--- src/rtl/accu_alu_bank.sv ---
// Bank of num_acc accumulators with per-accumulator carry sharing one ALU.
// Commands use a valid/ready handshake; MUL runs as a data_width-cycle shift-add.
module accu_alu_bank #(
   parameter int data_width    = 8,
   parameter int op_code_width = 4,
   parameter int num_acc       = 4,
   localparam int sel_width    = (num_acc > 1) ? $clog2(num_acc) : 1
) (
   input  logic                     clk,
   input  logic                     rst,
   input  logic                     in_valid,
   output logic                     in_ready,
   input  logic [op_code_width-1:0] opcode,
   input  logic [sel_width-1:0]     acc_sel,
   input  logic [data_width-1:0]    data_in,
   input  logic [sel_width-1:0]     rd_sel,
   output logic [data_width-1:0]    data_out,
   output logic                     cy,
   output logic                     zero,
   output logic                     done,
   output logic                     illegal
);

   localparam int cnt_width = $clog2(data_width);
   localparam logic [cnt_width-1:0] cnt_last = cnt_width'(data_width - 1);

   localparam logic [3:0] OP_NOP  = 4'd0;
   localparam logic [3:0] OP_LOAD = 4'd1;
   localparam logic [3:0] OP_ADD  = 4'd2;
   localparam logic [3:0] OP_SUB  = 4'd3;
   localparam logic [3:0] OP_AND  = 4'd4;
   localparam logic [3:0] OP_OR   = 4'd5;
   localparam logic [3:0] OP_XOR  = 4'd6;
   localparam logic [3:0] OP_NOT  = 4'd7;
   localparam logic [3:0] OP_SHL  = 4'd8;
   localparam logic [3:0] OP_SHR  = 4'd9;
   localparam logic [3:0] OP_ADC  = 4'd10;
   localparam logic [3:0] OP_CLRC = 4'd11;
   localparam logic [3:0] OP_MUL  = 4'd12;

   typedef enum logic {S_IDLE, S_MUL} state_t;

   state_t                    state;
   logic [data_width-1:0]     acc [num_acc];
   logic [num_acc-1:0]        cy_reg;
   logic [2*data_width-1:0]   mcand;
   logic [2*data_width-1:0]   prod;
   logic [2*data_width-1:0]   prod_next;
   logic [data_width-1:0]     mplier;
   logic [sel_width-1:0]      mul_sel;
   logic [cnt_width-1:0]      cnt;

   logic [data_width-1:0]     op_a;
   logic                      op_c;
   logic [data_width-1:0]     res_a;
   logic                      res_c;
   logic [data_width:0]       ext;
   logic                      op_illegal;
   logic                      op_mul;

   assign in_ready  = (state == S_IDLE);
   assign data_out  = acc[rd_sel];
   assign cy        = cy_reg[rd_sel];
   assign zero      = (data_out == '0);
   assign prod_next = prod + (mplier[0] ? mcand : '0);

   // Single-cycle ALU result for the addressed accumulator; ext holds carry/borrow in its top bit.
   always_comb begin
      op_a       = acc[acc_sel];
      op_c       = cy_reg[acc_sel];
      res_a      = op_a;
      res_c      = op_c;
      ext        = '0;
      op_illegal = 1'b0;
      op_mul     = 1'b0;
      if (|(opcode >> 4)) begin
         op_illegal = 1'b1;
      end else begin
         case (opcode[3:0])
            OP_NOP:  ;
            OP_LOAD: res_a = data_in;
            OP_ADD: begin
               ext           = {1'b0, op_a} + {1'b0, data_in};
               {res_c, res_a} = ext;
            end
            OP_SUB: begin
               ext           = {1'b0, op_a} - {1'b0, data_in};
               {res_c, res_a} = ext;
            end
            OP_AND:  res_a = op_a & data_in;
            OP_OR:   res_a = op_a | data_in;
            OP_XOR:  res_a = op_a ^ data_in;
            OP_NOT:  res_a = ~op_a;
            OP_SHL:  {res_c, res_a} = {op_a, 1'b0};
            OP_SHR:  {res_a, res_c} = {1'b0, op_a};
            OP_ADC: begin
               ext           = {1'b0, op_a} + {1'b0, data_in} + {{data_width{1'b0}}, op_c};
               {res_c, res_a} = ext;
            end
            OP_CLRC: res_c = 1'b0;
            OP_MUL:  op_mul = 1'b1;
            default: op_illegal = 1'b1;
         endcase
      end
   end

   // Command FSM: single-cycle ops commit straight from IDLE; MUL consumes one multiplier bit per cycle
   // and commits on its last cycle using prod_next so the latency is exactly data_width edges.
   always_ff @(posedge clk or posedge rst) begin
      if (rst) begin
         state   <= S_IDLE;
         done    <= 1'b0;
         illegal <= 1'b0;
         cy_reg  <= '0;
         mcand   <= '0;
         prod    <= '0;
         mplier  <= '0;
         mul_sel <= '0;
         cnt     <= '0;
         for (int i = 0; i < num_acc; i++) begin
            acc[i] <= '0;
         end
      end else begin
         done    <= 1'b0;
         illegal <= 1'b0;
         case (state)
            S_IDLE: begin
               if (in_valid) begin
                  if (op_mul) begin
                     state   <= S_MUL;
                     mcand   <= {{data_width{1'b0}}, op_a};
                     mplier  <= data_in;
                     mul_sel <= acc_sel;
                     prod    <= '0;
                     cnt     <= '0;
                  end else begin
                     done    <= 1'b1;
                     illegal <= op_illegal;
                     if (!op_illegal) begin
                        acc[acc_sel]    <= res_a;
                        cy_reg[acc_sel] <= res_c;
                     end
                  end
               end
            end
            S_MUL: begin
               prod   <= prod_next;
               mcand  <= mcand << 1;
               mplier <= mplier >> 1;
               if (cnt == cnt_last) begin
                  acc[mul_sel]    <= prod_next[data_width-1:0];
                  cy_reg[mul_sel] <= |prod_next[2*data_width-1:data_width];
                  done            <= 1'b1;
                  state           <= S_IDLE;
               end else begin
                  cnt <= cnt + 1'b1;
               end
            end
            default: state <= S_IDLE;
         endcase
      end
   end

endmodule

--- config.mk ---
export PLATFORM = sky130hd
export DESIGN_NAME = accu_alu_bank
export DESIGN_NICKNAME = d
export VERILOG_FILES = /design/src/rtl/accu_alu_bank.sv
export SDC_FILE = /design/constraint.sdc
export NUM_CORES = 1
export LEC_CHECK = 0
export CAP_MARGIN = 30
export CORE_MARGIN = 3
export CORE_UTILIZATION = 65
export DETAILED_ROUTE_END_ITERATION = 6
export DONT_BUFFER_PORTS = 1
export HOLD_SLACK_MARGIN = 0.02
export PLACE_DENSITY_LB_ADDON = 0.3
export SYNTH_ARGS = -nofsm -noshare
export SYNTH_HDL_FRONTEND = slang
export SYNTH_SLANG_ARGS = --single-unit
--- constraint.sdc ---
create_clock -name clk -period 3.9 [get_ports clk]
set_input_delay 0.975 -clock clk [delete_from_list [all_inputs] [get_ports clk]]
set_output_delay 0.975 -clock clk [all_outputs]
set_load 0.02 [all_outputs]
# Word level (Yosys, flattened, before mapping)
# Cells that the tools add are included.
# word_totals
register_bits	84
inputBits	19
out_inout_bits	13
wordCells	128
# op_classes
add_sub_neg	5
magnitude_cmp	10
n_eq_ne	19
n_mux	61
bitwise_logic	8
reduce_logical	12
# op_table
operator	count
32-bit two-way mux	4
16-bit two-way mux	5
8-bit one-hot mux with 10 select lines	1
32-bit bitwise mux	2
8-bit two-way mux	8
16-bit one-hot mux with 2 select lines	2
32-bit one-hot mux with 2 select lines	1
8-bit binary-select mux with 2-bit select	2
8-bit demux with 2-bit select	2
4-bit equality test (second input constant)	5
16-bit adder	1
4-bit by 3-bit equality test with 1-bit output (second input constant)	4
4-bit two-way mux	4
8-bit one-hot mux with 2 select lines	1
1-bit two-way mux	15
13-bit OR reduction	1
8-bit by 8-bit adder with 9-bit output	1
9-bit by 1-bit adder with 9-bit output	1
3-bit greater-or-equal comparator (second input constant)	3
2-bit by 3-bit less-than comparator with 1-bit output (second input constant)	3
3-bit two-way mux	3
2-bit inverter with 3-bit output	3
8-bit by 8-bit subtractor with 9-bit output	1
8-bit AND	1
other kinds (26)	41

# Logic depth before layout (Yosys ltp)
# logic_depth
depth_word	12
ltp_mapped	14
depth_no_buf	13

# Worst setup path after synthesis
# Ideal clock, no wire load.
# synth_timing
path_kind	input-to-reg
startpoint	input port acc_sel[0]
endpoint	register cy_reg[0]
setup_ps	126
arrival_ps	4350
required_time_ps	3774
slack_ps	-576
stages	12
path_buffers	2
path_cell_list	clkbuf_1 > buf_1 > mux4_2 > inv_1 > ha_1 > o221ai_2 > or4b_1 > o311a_1 > or4_1 > a31oi_1 > nor2_1 > a221o_1
# synth_via
elab_chain_cells	12
elab_cells_between_ends	20
cone_classes	add/sub (3); order compare (2); mux (13); bitwise (1); reduce/logical (1)
# synth_rtl
element	line	text
start: declaration	14	input logic [sel_width-1:0] acc_sel,
2-bit inverter with 3-bit output (implied by the code)	69	op_a = acc[acc_sel];
8-bit binary-select mux with 2-bit select	69	
8-bit two-way mux (implied by the code) (2 in a row)	69	
8-bit by 8-bit adder with 9-bit output	83, 97	
9-bit by 1-bit adder with 9-bit output	97	ext = {1'b0, op_a} + {1'b0, data_in} + {{data_width{1'b0}}, op_c};
1-bit one-hot mux with 6 select lines	79	case (opcode[3:0])
4-bit bitwise mux *	141	cy_reg[acc_sel] <= res_c;
4-bit two-way mux *	139	if (!op_illegal) begin
4-bit two-way mux *	129	if (op_mul) begin
4-bit two-way mux *	128	if (in_valid) begin
4-bit one-hot mux with 2 select lines *	126	case (state)
end signal: indexed assignment	141	
end signal: indexed assignment	152	cy_reg[mul_sel] <= |prod_next[2*data_width-1:data_width];
end: declaration	45	logic [num_acc-1:0] cy_reg;
# Mark *: on every way between the ends. The rest lies on a longest branch, timed or not. The select of a mux whose other input is x is not followed.
# A chain may end at the register's enable or synchronous reset.

# Worst setup path after layout
# layout_timing
startpoint	input port acc_sel[1]
endpoint	register cy_reg[3]
# Same word-level chain as after synthesis.

==> qor.csv <==
metric;value;unit
status;completed;
cts.path.max_buffers;2;
synth_top_area_cell;dfrtp_1;
netlist_instances;747;
ff_latch_area;2100;sq um
synth_edf_count;0;
place.gp.congestion;0.974;
synthesis.area;6560;sq um
drt_iter0_drc;750;
finalHoldViolCount;0;
tightest_slew;0.972;ns
postLayoutCoreUtil;75.1;%
cp_max_fo;17;
numPortBuffers;0;
cts_root_buffer;clkbuf_8;
skew;0.0141;ns
rows;36;
hp-class;reg -> reg;
cp-end-kind;register;
cts.repair.resized;0;
via_per_inst;6.81;
ys_dominant_reg_cell;dfrtp_1;
place_area;7130;sq um
grt.total_usage;37.1;%
antenna_found_initial;0;
synthTopCellsByArea;dfrtp_1, ha_1, mux4_2;
netlist.area_leader.share;32.1;%
clkLatencyLatePin;0.37;ns
cts_num_sinks;84;
synth_seq_area_share;32.1;%
biggestRegsByFlops;acc: 32 flops, mcand: 16 flops, prod: 16 flops;
finalNetCount;858;
hold_buffers;0;
die_h;106;um
final_layout_size_suffix_gt1_share;15.7;%
numCtsBuffers;9;
period_needed;3.75;ns
finalSetupViolations;0;
cp_data_required_time;4.20;ns
rsz0062_at_grt;no;
n_fill_cell;733;
die_x;106;um
hpwlAfterDp;15200;um
wl_per_cell;21.8;um
core;9770;sq um
top_register;acc;
postCtsSetupBuffers;0;
clk_pin_slew;0.08;ns
fin_crit_sh;96.2;%
ir_drop;0.000522;V
grt_pass1_vias;6179;
hold_slack;0.484;ns
power_density;665;nW/um^2
tritoncts;yes;
overflow;0;
fmax;267;MHz
cp_data_arrival_time;4.05;ns
multi_input_area;4260;sq um
start_util;67.1;%
drv_cap;0;
area_growth;11.9;%
path_class;in -> reg;
largest_reg_flops;32;
drc;0;
num_vias;6282;
grt_pass1_wl;32800;um
ys_async_sr_fraction;100;%
max_slew_margin;34.5;%
htree_num_levels;3;
grt_max_degree;66;
avgSynthCellArea;8.78;sq um
startpoint_type;input pin;
synth.distinct_cells;60;
drtAntennaViolNets;0;
synth-seq-cells;84;
die_area;11300;sq um
io_pins;32;
p_leak;3.24;nW
final_cell_area;7340;sq um
slew_viol_final;0;
drt_wl_total;20100;um
synth_fp_nets;820;
n_antenna_cell;0;
firstDrtPassIters;6;
yosysWarnings;0;
layout make-up:
type | instances | share of cell area (%)
inverter | 30 | 1.55
clock inverter | 6 | 0.972
timing repair buffer | 64 | 6.55
tap | 133 | 2.27
clock buffer | 10 | 1.88
multi-input combinational | 596 | 58.1
sequential | 84 | 28.7
routing by layer:
metal,wire length (um),track usage [%],vias to the layer above
li1,-,-,2808
met1,8080,50.7,2964
met2,8880,56.9,414
met3,2080,7.23,96
met4,1100,18.2,0
met5,0,0,-
through the flow:
stage               std cells  setup TNS, ns  power (mW)  setup WS, ns
CTS                       923              0        4.81         0.220
global route              923              0        5.18        0.0220
global placement          907          -1.31        4.04        -0.139
floorplan                 747         -0.550        3.18        -0.137
finish                    923              0        4.88         0.148
detailed placement        907          -1.94        4.13        -0.128
critical path, stage by stage:
cell	delay, ns
mux4_2	0.52
buf_4	0.18
inv_1	0.12
ha_1	0.21
inv_1	0.06
fa_1	0.38
nor2b_1	0.15
o21ai_0	0.17
buf_4	0.16
a311oi_1	0.08
or3_1	0.34
o211ai_1	0.09
a31oi_1	0.07
nor2_1	0.30
a221o_1	0.21
cells in the mapped netlist (all sizes together), types with 6 or more instances:
library cell   n
a21oi         43
a221o         18
a22o          13
a22oi         11
and2          23
clkbuf        34
dfrtp         84
ha            51
inv           30
mux2           6
mux4          18
nand2         97
nand2b         6
nand3         11
nor2          64
nor2b          7
nor3          19
o211ai         6
o21ai         70
o22a           7
o22ai          6
xnor2         18
xor2          14
kinds of logic after synthesis:
kind of cell             synth area share (%)
multiplexers                             7.83
XOR/XNOR                                 4.28
AO/OA/AOI/OAI                            23.4
flip-flops                               32.1
buffers and inverters                    3.86
AND/OR/NAND/NOR                          17.9
adder cells (fa/ha/maj)                  10.7
where the power goes:
group | leakage, nW | internal (mW) | total [mW] | switching, mW
sequential | 1.12 | 1.20 | 1.47 | 0.272
clock | 0.105 | 0.320 | 0.662 | 0.342
combinational | 2.01 | 1.16 | 2.75 | 1.59
total | 3.24 | 2.68 | 4.88 | 2.20
path summary, 6_finish.rpt:
path                                  from         to  slack, ns  cells past startpoint
max in group asynchronous              rst  mplier[6]       2.55                      2
worst min register to register   mplier[7]  mplier[6]       0.48                      2
min in group asynchronous              rst     cnt[2]       0.55                      1
worst max-delay path            acc_sel[1]  cy_reg[3]       0.15                     15
worst max register to register   mplier[0]  cy_reg[2]       0.17                     11
worst min-delay path             mplier[7]  mplier[6]       0.48                      2
cell usage in the layout (no fill, tap or decap), types with 10 or more instances in the layout:
cell,instances
nor3_1,18
inv_1,25
a22oi_1,11
a22o_1,13
o21ai_0,69
nand3_1,11
dfrtp_1,83
ha_1,46
nor2_1,64
and2_1,23
mux4_2,18
xor2_1,14
a221o_1,18
a21oi_1,43
buf_4,64
xnor2_1,18
clkbuf_8,10
nand2_1,97
Note: power is estimated with default switching activity, not from simulation.
